<file path="config.mk">
export PLATFORM = sky130hd
export DESIGN_NAME = dot_field
export DESIGN_NICKNAME = d
export VERILOG_FILES = /design/src/rtl/dot_field.sv
export SDC_FILE = /design/constraint.sdc
export NUM_CORES = 1
export LEC_CHECK = 0
export ABC_AREA = 1
export BUFFER_PORTS_ARGS = -buffer_cell sky130_fd_sc_hd__buf_2
export CAP_MARGIN = 5
export CORE_AREA = 2 2 125 127
export CTS_CLUSTER_DIAMETER = 40
export CTS_CLUSTER_SIZE = 16
export DETAILED_ROUTE_END_ITERATION = 10
export DIE_AREA = 0 0 127 129
export HOLD_SLACK_MARGIN = 0.06
export PLACE_DENSITY = 0.7
export SKIP_LAST_GASP = 1
export SYNTH_ARGS = -nofsm -noshare
export SYNTH_HDL_FRONTEND = slang
export SYNTH_SLANG_ARGS = --single-unit
export TNS_END_PERCENT = 5
</file>
<file path="constraint.sdc">
create_clock -name clk_i -period 2.7 [get_ports clk_i]
set_input_delay 0.54 -clock clk_i [delete_from_list [all_inputs] [get_ports clk_i]]
set_output_delay 0.54 -clock clk_i [all_outputs]
set_load 0.02 [all_outputs]
</file>
<file path="src/rtl/dot_field.sv">
// Dot collision/score engine: a frame_tick scans the dot-coordinate ROM against PacMan's position.
// Optional power-pellet scoring and frightened timer are enabled by DOT_FIELD_POWER_PELLET_EN.
module dot_field #(
  parameter int N_DOTS        = 32,
  parameter int COORD_W       = 10,
  parameter int HIT_RADIUS    = 1,
  parameter int SCORE_W       = 16,
  parameter int POINTS_DOT    = 10,
  parameter int POINTS_PELLET = 50,
  parameter logic [N_DOTS-1:0] PELLET_MASK = N_DOTS'(32'h8000_0009),
  parameter int POWER_FRAMES  = 300,
  localparam int IDX_W = $clog2(N_DOTS),
  localparam int CNT_W = $clog2(N_DOTS + 1)
) (
  input  logic               clk_i,
  input  logic               rst_n_i,
  input  logic               frame_tick_i,
  input  logic               level_restart_i,
  input  logic [COORD_W-1:0] px_i,
  input  logic [COORD_W-1:0] py_i,
  output logic [IDX_W-1:0]   rd_idx_o,
  input  logic [COORD_W-1:0] rd_x_i,
  input  logic [COORD_W-1:0] rd_y_i,
  output logic [N_DOTS-1:0]  eaten_o,
  output logic [CNT_W-1:0]   dots_left_o,
  output logic [SCORE_W-1:0] score_o,
  output logic               dot_eaten_o,
  output logic               level_clear_o,
  output logic               busy_o,
  output logic               power_active_o
);

  typedef enum logic [1:0] {IDLE = 2'd0, SCAN = 2'd1, DONE = 2'd2} state_t;

  localparam logic [COORD_W:0] RADIUS    = (COORD_W + 1)'(HIT_RADIUS);
  localparam logic [SCORE_W:0] SCORE_MAX = {1'b0, {SCORE_W{1'b1}}};

  // Extending both operands by one bit keeps 0 and full-scale far apart instead of wrapping.
  function automatic logic [COORD_W:0] abs_diff(input logic [COORD_W-1:0] a, input logic [COORD_W-1:0] b);
    logic [COORD_W:0] ae;
    logic [COORD_W:0] be;
    ae = {1'b0, a};
    be = {1'b0, b};
    abs_diff = (ae >= be) ? (ae - be) : (be - ae);
  endfunction

  state_t             state_q;
  logic [CNT_W-1:0]   cnt_q;
  logic [IDX_W-1:0]   rd_idx_q;
  logic               busy_q;
  logic [COORD_W-1:0] px_q;
  logic [COORD_W-1:0] py_q;
  logic [N_DOTS-1:0]  eaten_q;
  logic [CNT_W-1:0]   dots_left_q;
  logic [SCORE_W-1:0] score_q;
  logic               dot_eaten_q;
  logic               level_clear_q;
  logic               clear_flag_q;

  logic [IDX_W-1:0]   dot_idx_s;
  logic               hit_s;
  logic [SCORE_W:0]   pts_s;
  logic [SCORE_W:0]   sum_s;
  logic [SCORE_W-1:0] score_d;

  assign dot_idx_s = IDX_W'(cnt_q - CNT_W'(1));

  // Hit detection for the ROM word returned this cycle and the saturated score it would produce.
  always_comb begin
    hit_s = 1'b0;
    if ((state_q == SCAN) && (cnt_q != {CNT_W{1'b0}})) begin
      hit_s = (abs_diff(rd_x_i, px_q) <= RADIUS) && (abs_diff(rd_y_i, py_q) <= RADIUS) &&
              !eaten_q[dot_idx_s];
    end else begin
      hit_s = 1'b0;
    end
`ifdef DOT_FIELD_POWER_PELLET_EN
    if (PELLET_MASK[dot_idx_s]) begin
      pts_s = (SCORE_W + 1)'(POINTS_PELLET);
    end else begin
      pts_s = (SCORE_W + 1)'(POINTS_DOT);
    end
`else
    pts_s = (SCORE_W + 1)'(POINTS_DOT);
`endif
    sum_s = {1'b0, score_q} + pts_s;
    if (sum_s > SCORE_MAX) begin
      score_d = SCORE_MAX[SCORE_W-1:0];
    end else begin
      score_d = sum_s[SCORE_W-1:0];
    end
  end

  // Scan FSM together with the dot bitmap, counters and pulse outputs.
  always_ff @(posedge clk_i or negedge rst_n_i) begin
    if (!rst_n_i) begin
      state_q       <= IDLE;
      cnt_q         <= {CNT_W{1'b0}};
      rd_idx_q      <= {IDX_W{1'b0}};
      busy_q        <= 1'b0;
      px_q          <= {COORD_W{1'b0}};
      py_q          <= {COORD_W{1'b0}};
      eaten_q       <= {N_DOTS{1'b0}};
      dots_left_q   <= CNT_W'(N_DOTS);
      score_q       <= {SCORE_W{1'b0}};
      dot_eaten_q   <= 1'b0;
      level_clear_q <= 1'b0;
      clear_flag_q  <= 1'b0;
    end else if (level_restart_i) begin
      state_q       <= IDLE;
      cnt_q         <= {CNT_W{1'b0}};
      rd_idx_q      <= {IDX_W{1'b0}};
      busy_q        <= 1'b0;
      eaten_q       <= {N_DOTS{1'b0}};
      dots_left_q   <= CNT_W'(N_DOTS);
      dot_eaten_q   <= 1'b0;
      level_clear_q <= 1'b0;
      clear_flag_q  <= 1'b0;
    end else begin
      dot_eaten_q   <= 1'b0;
      level_clear_q <= 1'b0;
      case (state_q)
        IDLE: begin
          if (frame_tick_i) begin
            state_q <= SCAN;
            busy_q  <= 1'b1;
            px_q    <= px_i;
            py_q    <= py_i;
          end
          cnt_q    <= {CNT_W{1'b0}};
          rd_idx_q <= {IDX_W{1'b0}};
        end
        SCAN: begin
          if (cnt_q == CNT_W'(N_DOTS)) begin
            state_q <= DONE;
            cnt_q   <= {CNT_W{1'b0}};
          end else begin
            cnt_q <= cnt_q + CNT_W'(1);
          end
          if (cnt_q < CNT_W'(N_DOTS - 1)) begin
            rd_idx_q <= IDX_W'(cnt_q + CNT_W'(1));
          end else begin
            rd_idx_q <= {IDX_W{1'b0}};
          end
          if (hit_s) begin
            eaten_q[dot_idx_s] <= 1'b1;
            dots_left_q        <= dots_left_q - CNT_W'(1);
            dot_eaten_q        <= 1'b1;
            score_q            <= score_d;
          end
        end
        DONE: begin
          state_q  <= IDLE;
          busy_q   <= 1'b0;
          rd_idx_q <= {IDX_W{1'b0}};
          if ((dots_left_q == {CNT_W{1'b0}}) && !clear_flag_q) begin
            level_clear_q <= 1'b1;
            clear_flag_q  <= 1'b1;
          end
        end
        default: begin
          state_q  <= IDLE;
          busy_q   <= 1'b0;
          cnt_q    <= {CNT_W{1'b0}};
          rd_idx_q <= {IDX_W{1'b0}};
        end
      endcase
    end
  end

`ifdef DOT_FIELD_POWER_PELLET_EN
  localparam int TMR_W = $clog2(POWER_FRAMES + 1);

  logic [TMR_W-1:0] timer_q;
  logic [TMR_W-1:0] timer_d;
  logic             power_q;

  // A pellet hit reloads the timer even when it is still running; otherwise ticks count it down.
  always_comb begin
    timer_d = timer_q;
    if (hit_s && PELLET_MASK[dot_idx_s]) begin
      timer_d = TMR_W'(POWER_FRAMES);
    end else if (frame_tick_i && (timer_q != {TMR_W{1'b0}})) begin
      timer_d = timer_q - TMR_W'(1);
    end else begin
      timer_d = timer_q;
    end
  end

  // Frightened-mode timer and its registered active flag.
  always_ff @(posedge clk_i or negedge rst_n_i) begin
    if (!rst_n_i) begin
      timer_q <= {TMR_W{1'b0}};
      power_q <= 1'b0;
    end else if (level_restart_i) begin
      timer_q <= {TMR_W{1'b0}};
      power_q <= 1'b0;
    end else begin
      timer_q <= timer_d;
      power_q <= (timer_d != {TMR_W{1'b0}});
    end
  end

  assign power_active_o = power_q;
`else
  assign power_active_o = 1'b0;
`endif

  assign rd_idx_o      = rd_idx_q;
  assign eaten_o       = eaten_q;
  assign dots_left_o   = dots_left_q;
  assign score_o       = score_q;
  assign dot_eaten_o   = dot_eaten_q;
  assign level_clear_o = level_clear_q;
  assign busy_o        = busy_q;

endmodule
</file>
==> results.md, run 1 <==
* Status: complete, but fails checks
* Failing checks: setup timing
* Total power at 5.166 mW
* Final instance area at approximately 9400 um2
* GR Overflow Total at 0
* Yosys warnings at 0
* Placed cell area at ~8800 um2
* FF+latch count, synth at between 90 and 100
* Clock root buffer master: clkbuf_16
* First-pass GRT wire length at 34740 um
* Compound-cell area share of the yosys netlist at 9.389%
* Num CTS Buffers at 9
* Area Growth Syn to Fin at 27.74%
* Adder-Cell Fraction of Synth Area at between 9 and 10%
* Fin nets at 1443
* Initial antenna violation count at 0
* Final setup violation count at between 50 and 60
* Max Buffers Root-to-Sink at 2
* Worst Setup EP: eaten_o[31]
* Crit-path max cell delay at 0.41 ns
* RSZ-0062 raised after global routing: true
* Std-Cell Rows at 45
* Kind of cell adding the most delay to the critical path: simple AND/OR/NAND/NOR gates
* Top Ports at approximately 110
* Hold Path Class: input pin to async pin
* Final period util at 104.1%
* Tightest Pin Transition at ~0.69 ns
* Final Skew at 0.006888 ns
* Worst-path cell chain: buf_4 -> ha_2 -> inv_2 -> fa_2 -> inv_2 -> nand2_1 -> a21oi_2 -> nand2_1 -> nor2_1 -> nand2_1 -> nor2_2 -> nand2_1 -> nand2_2 -> nand2_1 -> nor2_1 -> nand2_1 -> nor2_4 -> nand2_4 -> buf_12 -> o21ai_1
* Post-synthesis sequential area ratio at 31.09%
* DRC Markers at 0
* Hold Buf Count CTS at 0
* Synth Area in XOR/XNOR at under 10%
* Layout cells sized above 1 at between 20% and 30%
* Pin count of the biggest net entering global routing at 51
* # fillers at approximately 1.4k
* Cells after DPL at 1516
* CP bufs+invs at 4
* Setup CP Type: register to register
* GP Congestion at 0.9570
* Vias at about 7.8k
* CP Max Fanout at 34
* Final Instance Count excl. Fillers at around 1.5k
* Pwr/cell area at about 550 nW/um2
* Gate Count Post-Synth at approximately 1.2k
* Final Hold Fails at 0
* Critical path's most frequent cell: nand2_1
* Slew margin rel. at roughly 54%
* VDD IR max at between 0.4 and 0.5 mV
* LEAKAGE at 5.248 nW
* Total wire length at a little over 20000 um
* Full die area at around 16000 um2
* Synth unique cells at 36
* CTS sink cnt at between 90 and 100
* Die width at approximately 130 um
* Synth Area in Simple Gates at between 30 and 40%
* Fin crit period at approximately 2.8 ns
* Crit path from: py_q[0]
* Largest family of logic cells by synthesized area: simple AND/OR/NAND/NOR gates
* GRT Resource Usage Total at 25.99%
* CTS tree: built
* WP data arrival at between 3 and 4 ns
* # diodes at 0
* TritonRoute pass-1 iters at 5
* Worst reg2reg startpoint: py_q[0]
* Setup ws final at -0.1105 ns
* Core area at ~15000 um2
* Slew Limit Fails at 0
* Startpoint Class: register
* Clk_lat worst skew at between 0.3 and 0.4 ns
* Max-cap violation count at 0
* Initial core utilization at 48.94%
* CP Capture Type: register
* Post-DRT Antenna Nets at 0
* Multiplexer share of the synthesized area at 0%
* Via density at approximately 5.1
* R2R Setup Slk at -0.11 ns
* Number of port buffers at around 110
* Die height at 129 um
* Vias in the first global route at ~7.4k
* Synth Cell Area at between 7000 and 8000 um2
* H-tree lvl count at 3
* Slowest CP cell: fa_2
* Min Hold Slack at about 0.22 ns
* Max Freq at 355.8 MHz
* Reg2Reg Depth at 20
* Syn avg cell area at approximately 6.4 um2
* WL/cell at between 10 and 15 um
* DR iter-0 viols at around 440
* Worst-path clk slew at approximately 0.07 ns
* Synthesized net count at 1248
* Critical Path RT at a little under 3 ns
* Worst reg2reg path endpoint: eaten_o[31]
* Detailed placement HPWL at 15900 um
* Worst path depth at 20
==> worst min path at each step <==
stage	startpoint	to	cells past startpoint
2_1_floorplan	rst_n_i	busy_o	0
3_3_place_gp	dots_left_o[5]	dots_left_o[5]	2
3_5_place_dp	dots_left_o[5]	dots_left_o[5]	2
4_1_cts	rst_n_i	px_q[6]	1
5_1_grt	rst_n_i	rd_idx_o[1]	1
6_report	rst_n_i	eaten_o[24]	1
==> flip-flops by register name, indices dropped and copies added, names as in the netlist, 2 cells and up <==
name         count
py_q            10
px_q            10
cnt_q            6
dots_left_o      6
state_q          2
score_o         16
rd_idx_o         5
eaten_o         32
==> cell usage after synthesis (all sizes together) <==
| library cell | count | share of area [%] |
|---|---|---|
| xor2 | 17 | 2.1 |
| o211ai | 10 | 1.0 |
| o22ai | 21 | 1.8 |
| nand4 | 17 | 1.5 |
| nor3 | 13 | 0.96 |
| a21oi | 51 | 3.5 |
| dfrtp | 90 | 31 |
| a22oi | 1 | 0.10 |
| o31ai | 2 | 0.20 |
| clkinv | 1 | 0.051 |
| dfstp | 1 | 0.36 |
| nand2 | 381 | 20 |
| nor2 | 110 | 5.8 |
| and3 | 1 | 0.085 |
| nand3b | 4 | 0.41 |
| o41ai | 1 | 0.12 |
| ha | 48 | 8.2 |
| buf | 21 | 1.5 |
| fa | 4 | 1.1 |
| conb | 1 | 0.051 |
| o21ai | 39 | 2.7 |
| nand3 | 101 | 6.9 |
| and2 | 1 | 0.085 |
| inv | 200 | 10 |
| clkbuf | 11 | 0.56 |
| nor3b | 1 | 0.10 |
| or2 | 4 | 0.34 |
==> report_power, final <==
part           total [mW]  switching, mW  leakage [nW]  internal, mW
Sequential           1.48         0.0524          1.17          1.43
Combinational        2.25           1.28          3.92         0.963
Clock                1.44          0.605         0.163         0.830
==> layout make-up <==
type,instances,area (um2),share of cell area (%)
clock buffers,9,225.2,2.405
clock inverters,7,106.4,1.136
inverters,201,754.5,8.058
multi-input cells,828,4318,46.12
flip-flops and latches,91,2278,24.34
well taps,188,235.2,2.512
repair buffers,216,1445,15.44
==> metal layers <==
layer,vias up,GRT usage [%],wire length [um]
met4,0,7.628,324
li1,3988,-,-
met1,3560,35.06,9640
met5,-,0,0
met2,217,44.34,9791
met3,27,2.952,1004
==> cells in the final DEF, fill, tap and decap left out, types with 12 or more instances in the layout <==
cell type,n
nand2_1,371
o21ai_1,24
nor3_1,12
xor2_1,15
buf_2,104
buf_4,105
dfrtp_1,90
o21ai_0,15
ha_1,43
a21oi_1,49
o22ai_1,20
nor2_1,102
nand4_1,17
nand3_1,91
inv_1,190
==> metrics by stage <==
stage	TNS [ns]	setup WS, ns	utilization, %
after floorplan	0	0.09909	-
after global placement	-16.90	-0.3576	58.63
after detailed placement	-17.71	-0.3918	58.63
after CTS	-0.04563	-0.01731	61.02
after global routing	-13.98	-0.2965	62.51
final	-3.960	-0.1105	62.51
==> logic make-up (layout without fill, tap and decap cells) <==
family	Yosys count	in the layout
other	1	1
XOR/XNOR	17	17
buffers and inverters	233	433
flip-flops	91	91
AND/OR/NAND/NOR	633	633
AO/OA/AOI/OAI	125	125
adder cells (fa/ha/maj)	52	52
==> what timing repair did <==
action,4_1_cts,5_1_grt
pin swaps,0,24
setup buffers,0,7
gates cloned,0,1
setup endpoints to repair,54,55
gates resized for setup,8,38
No activity file was read; power rests on OpenSTA's default activity.
==> run 2, diff against run 1 <==
--- a/config.mk
+++ b/config.mk
@@ -8,13 +8,13 @@
 export ABC_AREA = 1
 export BUFFER_PORTS_ARGS = -buffer_cell sky130_fd_sc_hd__buf_2
 export CAP_MARGIN = 5
-export CORE_AREA = 2 2 125 127
+export CORE_AREA = 2 2 128 130
 export CTS_CLUSTER_DIAMETER = 40
 export CTS_CLUSTER_SIZE = 16
 export DETAILED_ROUTE_END_ITERATION = 10
-export DIE_AREA = 0 0 127 129
+export DIE_AREA = 0 0 130 132
 export HOLD_SLACK_MARGIN = 0.06
-export PLACE_DENSITY = 0.7
+export PLACE_DENSITY = 0.67
 export SKIP_LAST_GASP = 1
 export SYNTH_ARGS = -nofsm -noshare
 export SYNTH_HDL_FRONTEND = slang
==> results.md, run 2 (synthesis gave the netlist of run 1 again) <==
* Status: complete, but fails checks (unchanged)
* Failing checks: setup timing (unchanged)
* Core area at 15710 um2 (was 14980 um2)
* Number of port buffers at 105 (unchanged)
* Final period util at 104.7% (was 104.1%)
* Pwr/cell area at 545.9 nW/um2 (was 551.8 nW/um2)
* Met1 Track Usage GR at 32.94% (was 35.06%)
* Hold Path Class: input pin to async pin (unchanged)
* Worst reg2reg path endpoint: eaten_o[1] (was eaten_o[31])
* End-of-flow core utilization at 60.37% (was 62.51%)
* CTS sink cnt at 91 (unchanged)
* Max-cap violation count at 0 (unchanged)
* Hold Buf Count CTS at 0 (unchanged)
* Reg2Reg Depth at 20 (unchanged)
* Clk_lat worst skew at 0.35 ns (was 0.36 ns)
* CP Capture Type: register (unchanged)
* Top Ports at 107 (unchanged)
* Max Buffers Root-to-Sink at 2 (unchanged)
* Fin nets at 1443 (unchanged)
* Max Freq at 353.6 MHz (was 355.8 MHz)
* GR Overflow Total at 0 (unchanged)
* Startpoint Class: register (unchanged)
* First-pass GRT wire length at 34850 um (was 34740 um)
* Commonest non-fill, non-tap cell in the layout: nand2_1 (unchanged)
* Setup ws final at -0.1280 ns (was -0.1105 ns)
* Full die area at 17160 um2 (was 16380 um2)
* Initial core utilization at 46.65% (was 48.94%)
* LEAKAGE at 5.279 nW (was 5.248 nW)
* Vias in the first global route at 7407 (was 7422)
* Worst-path clk slew at 0.07 ns (about the same)
* Met3 usage at 3.166% (was 2.952%)
* Slew margin rel. at 61.37% (was 54.19%)
* Min Hold Slack at 0.1884 ns (was 0.2233 ns)
* Num CTS Buffers at 9 (unchanged)
* Setup CP Type: register to register (unchanged)
* TritonRoute pass-1 iters at 5 (unchanged)
* Pin count of the biggest net entering global routing at 46 (was 51)
* Final setup violation count at 52 (was 53)
* Layout cells sized above 1 at 21.82% (was 21.45%)
* Die width at 130 um (was 127 um)
* Area Growth Syn to Fin at 29.41% (was 27.74%)
* GRT Resource Usage Total at 24.94% (was 25.99%)
* CTS tree: built (unchanged)
* RSZ-0062 raised after global routing: true (unchanged)
* Vias at 7797 (was 7792)
* Final Hold Fails at 0 (unchanged)
* # fillers at 1516 (was 1423)
* GP Congestion at 0.9354 (was 0.9570)
* Tightest Pin Transition at 0.5794 ns (was 0.6872 ns)
* Final Skew at 0.008204 ns (was 0.006888 ns)
* VDD IR max at 0.3417 mV (was 0.4320 mV)
* Die height at 132 um (was 129 um)
* Footprint of the multi-input gates at 4349 um2 (was 4318 um2)
* WL/cell at 13.77 um (was 13.48 um)
* CP Max Fanout at 10 (was 34)
* H-tree lvl count at 3 (unchanged)
* Setup TNS at -3.190 ns (was -3.960 ns)
* WP data arrival at 3.10 ns (was 3.09 ns)
* R2R Setup Slk at -0.13 ns (was -0.11 ns)
* Final instance area at 9485 um2 (was 9363 um2)
* Max FFs per register at 32 (unchanged)
* DR iter-0 viols at 468 (was 439)
* Global Route met2 Usage at 42.47% (was 44.34%)
* Placed cell area at 8761 um2 (was 8781 um2)
* Initial antenna violation count at 0 (unchanged)
* Setup WS pre-CTS at -0.3929 ns (was -0.3918 ns)
* # diodes at 0 (unchanged)
* Clock root buffer master: clkbuf_16 (unchanged)
* Via density at 4.973 (was 5.060)
* Critical Path RT at 2.97 ns (about the same)
* Total wire length at 21590 um (was 20760 um)
* Register area at 2278 um2 (unchanged)
* Detailed placement HPWL at 16010 um (was 15900 um)
* Slew Limit Fails at 0 (unchanged)
* Std-Cell Rows at 46 (was 45)
* Commonest cells after routing, fill and taps aside: nand2_1 (368), inv_1 (189), buf_2 (104), nor2_1 (101), buf_4 (101) (was nand2_1 (371), inv_1 (190), buf_4 (105), buf_2 (104), nor2_1 (102))
* Post-DRT Antenna Nets at 0 (unchanged)
* Global routing's busiest layer: met2 (unchanged)
* DRC Markers at 0 (unchanged)
* Worst reg2reg startpoint: py_q[0] (unchanged)
* Fin crit period at 2.828 ns (was 2.811 ns)
[run 2: area by class of cell]
type / count / share of cell area [%]
timing repair buffer: 216 / 15.86
multi-input combinational: 828 / 45.85
clock inverter: 7 / 1.095
inverter: 201 / 7.954
tap: 216 / 2.849
clock buffer: 9 / 2.374
sequential: 91 / 24.02
[run 2: timing repair]
action / CTS / global route
setup endpoints to repair: 53 / 55
pin swaps: 3 / 16
buffers inserted: 3 / 5
cloned: 1 / 4
resized for setup: 14 / 46
[run 2: worst max path at each step]
stage,cells after the start,slack [ns],startpoint,end
after floorplan,20,0.1,rd_x_i[0],score_o[13]
after global placement,19,-0.36,rd_x_i[6],dots_left_o[3]
after detailed placement,19,-0.39,rd_x_i[6],dots_left_o[3]
after CTS,22,-0.06,px_q[0],score_o[12]
after global routing,20,-0.29,py_q[0],eaten_o[1]
final,20,-0.13,py_q[0],eaten_o[1]
[run 2: power by group]
part | total [mW] | switching [mW] | internal (mW) | leakage [nW]
Combinational | 2.23 | 1.28 | 0.951 | 3.95
Clock | 1.46 | 0.625 | 0.830 | 0.162
Sequential | 1.49 | 0.0568 | 1.43 | 1.17
[run 2: layer usage]
layer / up-vias / routed length, um
met5: - / 0
met4: 0 / 396
met3: 31 / 1013
met2: 217 / 10580
met1: 3561 / 9599
li1: 3988 / -
[run 2: critical path: stages, from the launching register on]
cell and delay, ns:
dfrtp_1 0.40, inv_2 0.08, ha_4 0.13, inv_2 0.04, fa_2 0.42, nand2_2 0.10
nand2_4 0.06, nand3_2 0.08, nand2_1 0.05, nand2_1 0.06, nand2_1 0.04, nor2_1 0.11
nand2_1 0.09, nand2_2 0.09, nand2_2 0.04, nor2_1 0.08, nand2_1 0.09, nor2_4 0.23
nand2_8 0.16, clkbuf_16 0.21, o21ai_1 0.16
[run 2: metrics by stage]
| step | instances | total power, mW |
|---|---|---|
| 3_3_place_gp | 1540 | 3.566 |
| 4_1_cts | 1559 | 5.077 |
| 2_1_floorplan | 1152 | 2.777 |
| 6_report | 1568 | 5.178 |
| 3_5_place_dp | 1540 | 3.583 |
| 5_1_grt | 1568 | 5.535 |
==> run 3, diff against run 2 <==
--- a/config.mk
+++ b/config.mk
@@ -15,6 +15,7 @@
 export DIE_AREA = 0 0 130 132
 export HOLD_SLACK_MARGIN = 0.06
 export PLACE_DENSITY = 0.67
+export SETUP_SLACK_MARGIN = 0.4
 export SKIP_LAST_GASP = 1
 export SYNTH_ARGS = -nofsm -noshare
 export SYNTH_HDL_FRONTEND = slang
==> results.md, run 3 (synthesis gave the netlist of run 1 again) <==
* DR iter-0 viols at 509 (was 468)
* Total power at 5.020 mW (was 5.178 mW)
* Std-Cell Rows at 46 (unchanged)
* Vias in the first global route at 7411 (was 7407)
* GR Overflow Total at 0 (unchanged)
* WL/cell at 13.41 um (was 13.77 um)
* Setup TNS at -1.279 ns (was -3.190 ns)
* First-pass GRT wire length at 35060 um (was 34850 um)
* Num CTS Buffers at 9 (unchanged)
* Slew Limit Fails at 0 (unchanged)
* Kind of cell adding the most delay to the critical path: simple AND/OR/NAND/NOR gates (unchanged)
* Status: complete, but fails checks (unchanged)
* Via density at 4.964 (was 4.973)
* Vias at 7783 (was 7797)
* CTS tree: built (unchanged)
* CP Capture Type: register (unchanged)
* Setup CP Type: register to register (unchanged)
* Worst reg2reg path endpoint: eaten_o[17] (was eaten_o[1])
* Final Hold Fails at 0 (unchanged)
* Full die area at 17160 um2 (unchanged)
* WP data arrival at 3.03 ns (was 3.10 ns)
* Footprint of the multi-input gates at 4303 um2 (was 4349 um2)
* Startpoint Class: register (unchanged)
* CTS sink cnt at 91 (unchanged)
* Core area at 15710 um2 (unchanged)
* Top Ports at 107 (unchanged)
* Setup ws final at -0.05730 ns (was -0.1280 ns)
* VDD IR max at 0.3207 mV (was 0.3417 mV)
* # fillers at 1527 (was 1516)
* H-tree lvl count at 3 (unchanged)
* Initial core utilization at 46.65% (unchanged)
* Hold Path Class: input pin to register (was input pin to async pin)
* Max Buffers Root-to-Sink at 2 (unchanged)
* Min Hold Slack at 0.4281 ns (was 0.1884 ns)
* CP Max Fanout at 16 (was 10)
* Register area at 2278 um2 (unchanged)
* Pwr/cell area at 535.4 nW/um2 (was 545.9 nW/um2)
* GRT Resource Usage Total at 25.18% (was 24.94%)
* RSZ-0062 raised after global routing: true (unchanged)
* Initial antenna violation count at 0 (unchanged)
* Die height at 132 um (unchanged)
* Detailed placement HPWL at 15960 um (was 16010 um)
* Worst-path cell chain: inv_1 -> ha_1 -> nand2_1 -> inv_1 -> nor2_2 -> inv_1 -> nand3_1 -> nand3_1 -> nand3_1 -> nand2_1 -> nand2_1 -> nor2_1 -> nand2_1 -> nor2_4 -> nand2_4 -> clkbuf_16 -> o21ai_1 (was inv_2 -> ha_4 -> inv_2 -> fa_2 -> nand2_2 -> nand2_4 -> nand3_2 -> nand2_1 -> nand2_1 -> nand2_1 -> nor2_1 -> nand2_1 -> nand2_2 -> nand2_2 -> nor2_1 -> nand2_1 -> nor2_4 -> nand2_8 -> clkbuf_16 -> o21ai_1)
* R2R Setup Slk at -0.06 ns (was -0.13 ns)
* Total wire length at 21030 um (was 21590 um)
* Hold_sp: px_i[1]
* Max-cap violation count at 0 (unchanged)
* Worst-path clk slew at 0.07 ns (about the same)
* Commonest non-fill, non-tap cell in the layout: nand2_1 (unchanged)
* Final instance area at 9376 um2 (was 9485 um2)
* Area Growth Syn to Fin at 27.93% (was 29.41%)
* Final Skew at 0.01058 ns (was 0.008204 ns)
* Critical path's most frequent cell: nand2_1 (unchanged)
* Final setup violation count at 47 (was 52)
* TritonRoute pass-1 iters at 5 (unchanged)
* Hold EP: px_q[1]
* Worst reg2reg startpoint: cnt_q[1] (was py_q[0])
* Fin nets at 1443 (unchanged)
* GP Congestion at 0.9286 (was 0.9354)
* Clk_lat worst skew at 0.35 ns (about the same)
* Clock root buffer master: clkbuf_16 (unchanged)
* Crit-path max cell delay at 0.41 ns (was 0.42 ns)
* LEAKAGE at 5.238 nW (was 5.279 nW)
* Max FFs per register at 32 (unchanged)
* Fin crit period at 2.757 ns (was 2.828 ns)
* # diodes at 0 (unchanged)
* Post-DRT Antenna Nets at 0 (unchanged)
* Reg2Reg Depth at 17 (was 20)
* Final period util at 102.1% (was 104.7%)
* Placed cell area at 8856 um2 (was 8761 um2)
* Commonest cells after routing, fill and taps aside: nand2_1 (371), inv_1 (189), buf_2 (104), buf_4 (100), nor2_1 (99) (was nand2_1 (368), inv_1 (189), buf_2 (104), nor2_1 (101), buf_4 (101))
* CP bufs+invs at 4 (was 3)
* Pin count of the biggest net entering global routing at 54 (was 46)
* Failing checks: setup timing (unchanged)
* Slowest CP cell: dfrtp_1 (was fa_2)
* Hold path depth at 3
* Number of port buffers at 105 (unchanged)
* Max Freq at 362.7 MHz (was 353.6 MHz)
* Die width at 130 um (unchanged)
* Critical Path RT at 2.97 ns (about the same)
* Layout cells sized above 1 at 21.23% (was 21.82%)
* DRC Markers at 0 (unchanged)
-- run 3: changes by cell type in the layout (fill, tap and decap cells not counted), sizes merged --
cell and delta:
inv -4, clkinv +3, buf +2, clkbuf -2, bufinv -1, clkinvlp +1
dlygate4sd3 +1
-- run 3: worst reg2reg max path, cell delays in order (launching register included) --
cell and delay, ns:
dfrtp_1 0.41, inv_1 0.17, ha_1 0.24, nand2_1 0.07, inv_1 0.07, nor2_2 0.04
inv_1 0.23, nand3_1 0.15, nand3_1 0.13, nand3_1 0.08, nand2_1 0.12, nand2_1 0.06
nor2_1 0.08, nand2_1 0.09, nor2_4 0.22, nand2_4 0.16, clkbuf_16 0.23, o21ai_1 0.13
-- run 3: area by class of cell --
type	count	area share, %
clock buffers	10	2.442
clock inverters	6	0.6939
well taps	216	2.882
repair buffers	216	15.59
inverters	201	8.207
flip-flops and latches	91	24.30
multi-input cells	828	45.89
-- run 3: power breakdown --
part | total [mW] | switching (mW) | internal [mW]
clock network | 1.31 | 0.590 | 0.721
registers | 1.48 | 0.0522 | 1.43
logic | 2.22 | 1.28 | 0.944
total | 5.02 | 1.92 | 3.10
-- run 3: layer usage --
metal / track usage (%) / vias up / wire, um / share of wire (%)
met5: 0 / - / 0 / 0
met4: 6.153 / 0 / 197 / 0.94
met3: 4.099 / 15 / 1124 / 5.3
met2: 42.23 / 207 / 10090 / 48
met1: 33.85 / 3572 / 9619 / 46
li1: - / 3989 / - / -
-- run 3: stage by stage --
| step | instances | worst slack, ns | util [%] |
|---|---|---|---|
| 2_1_floorplan | 1152 | 0.1633 | - |
| 3_3_place_gp | 1542 | -0.3411 | 56.36 |
| 3_5_place_dp | 1542 | -0.4064 | 56.36 |
| 4_1_cts | 1565 | 0.01374 | 59.05 |
| 5_1_grt | 1568 | -0.2566 | 59.68 |
| 6_report | 1568 | -0.05730 | 59.68 |
-- run 3: what timing repair did --
action / in CTS / in global routing
gates cloned: 1 / 1
pin swaps: 13 / 1
setup buffers: 5 / 2
setup endpoints to repair: 55 / 55
resized for setup: 18 / 15
hold endpoints to repair: 5 / 0
hold buffers: 1 / 0
-- run 3: how the worst max path moves through the flow --
| stage | from | endpoint | slack, ns | cells after the start |
|---|---|---|---|---|
| final | cnt_q[1] | eaten_o[17] | -0.06 | 17 |
| after global routing | px_q[7] | score_o[14] | -0.26 | 17 |
| after CTS | px_q[0] | dots_left_o[1] | 0.01 | 17 |
| after detailed placement | rd_x_i[0] | score_o[14] | -0.41 | 19 |
| after global placement | rd_x_i[0] | score_o[14] | -0.34 | 19 |
| after floorplan | rd_x_i[0] | score_o[13] | 0.16 | 21 |
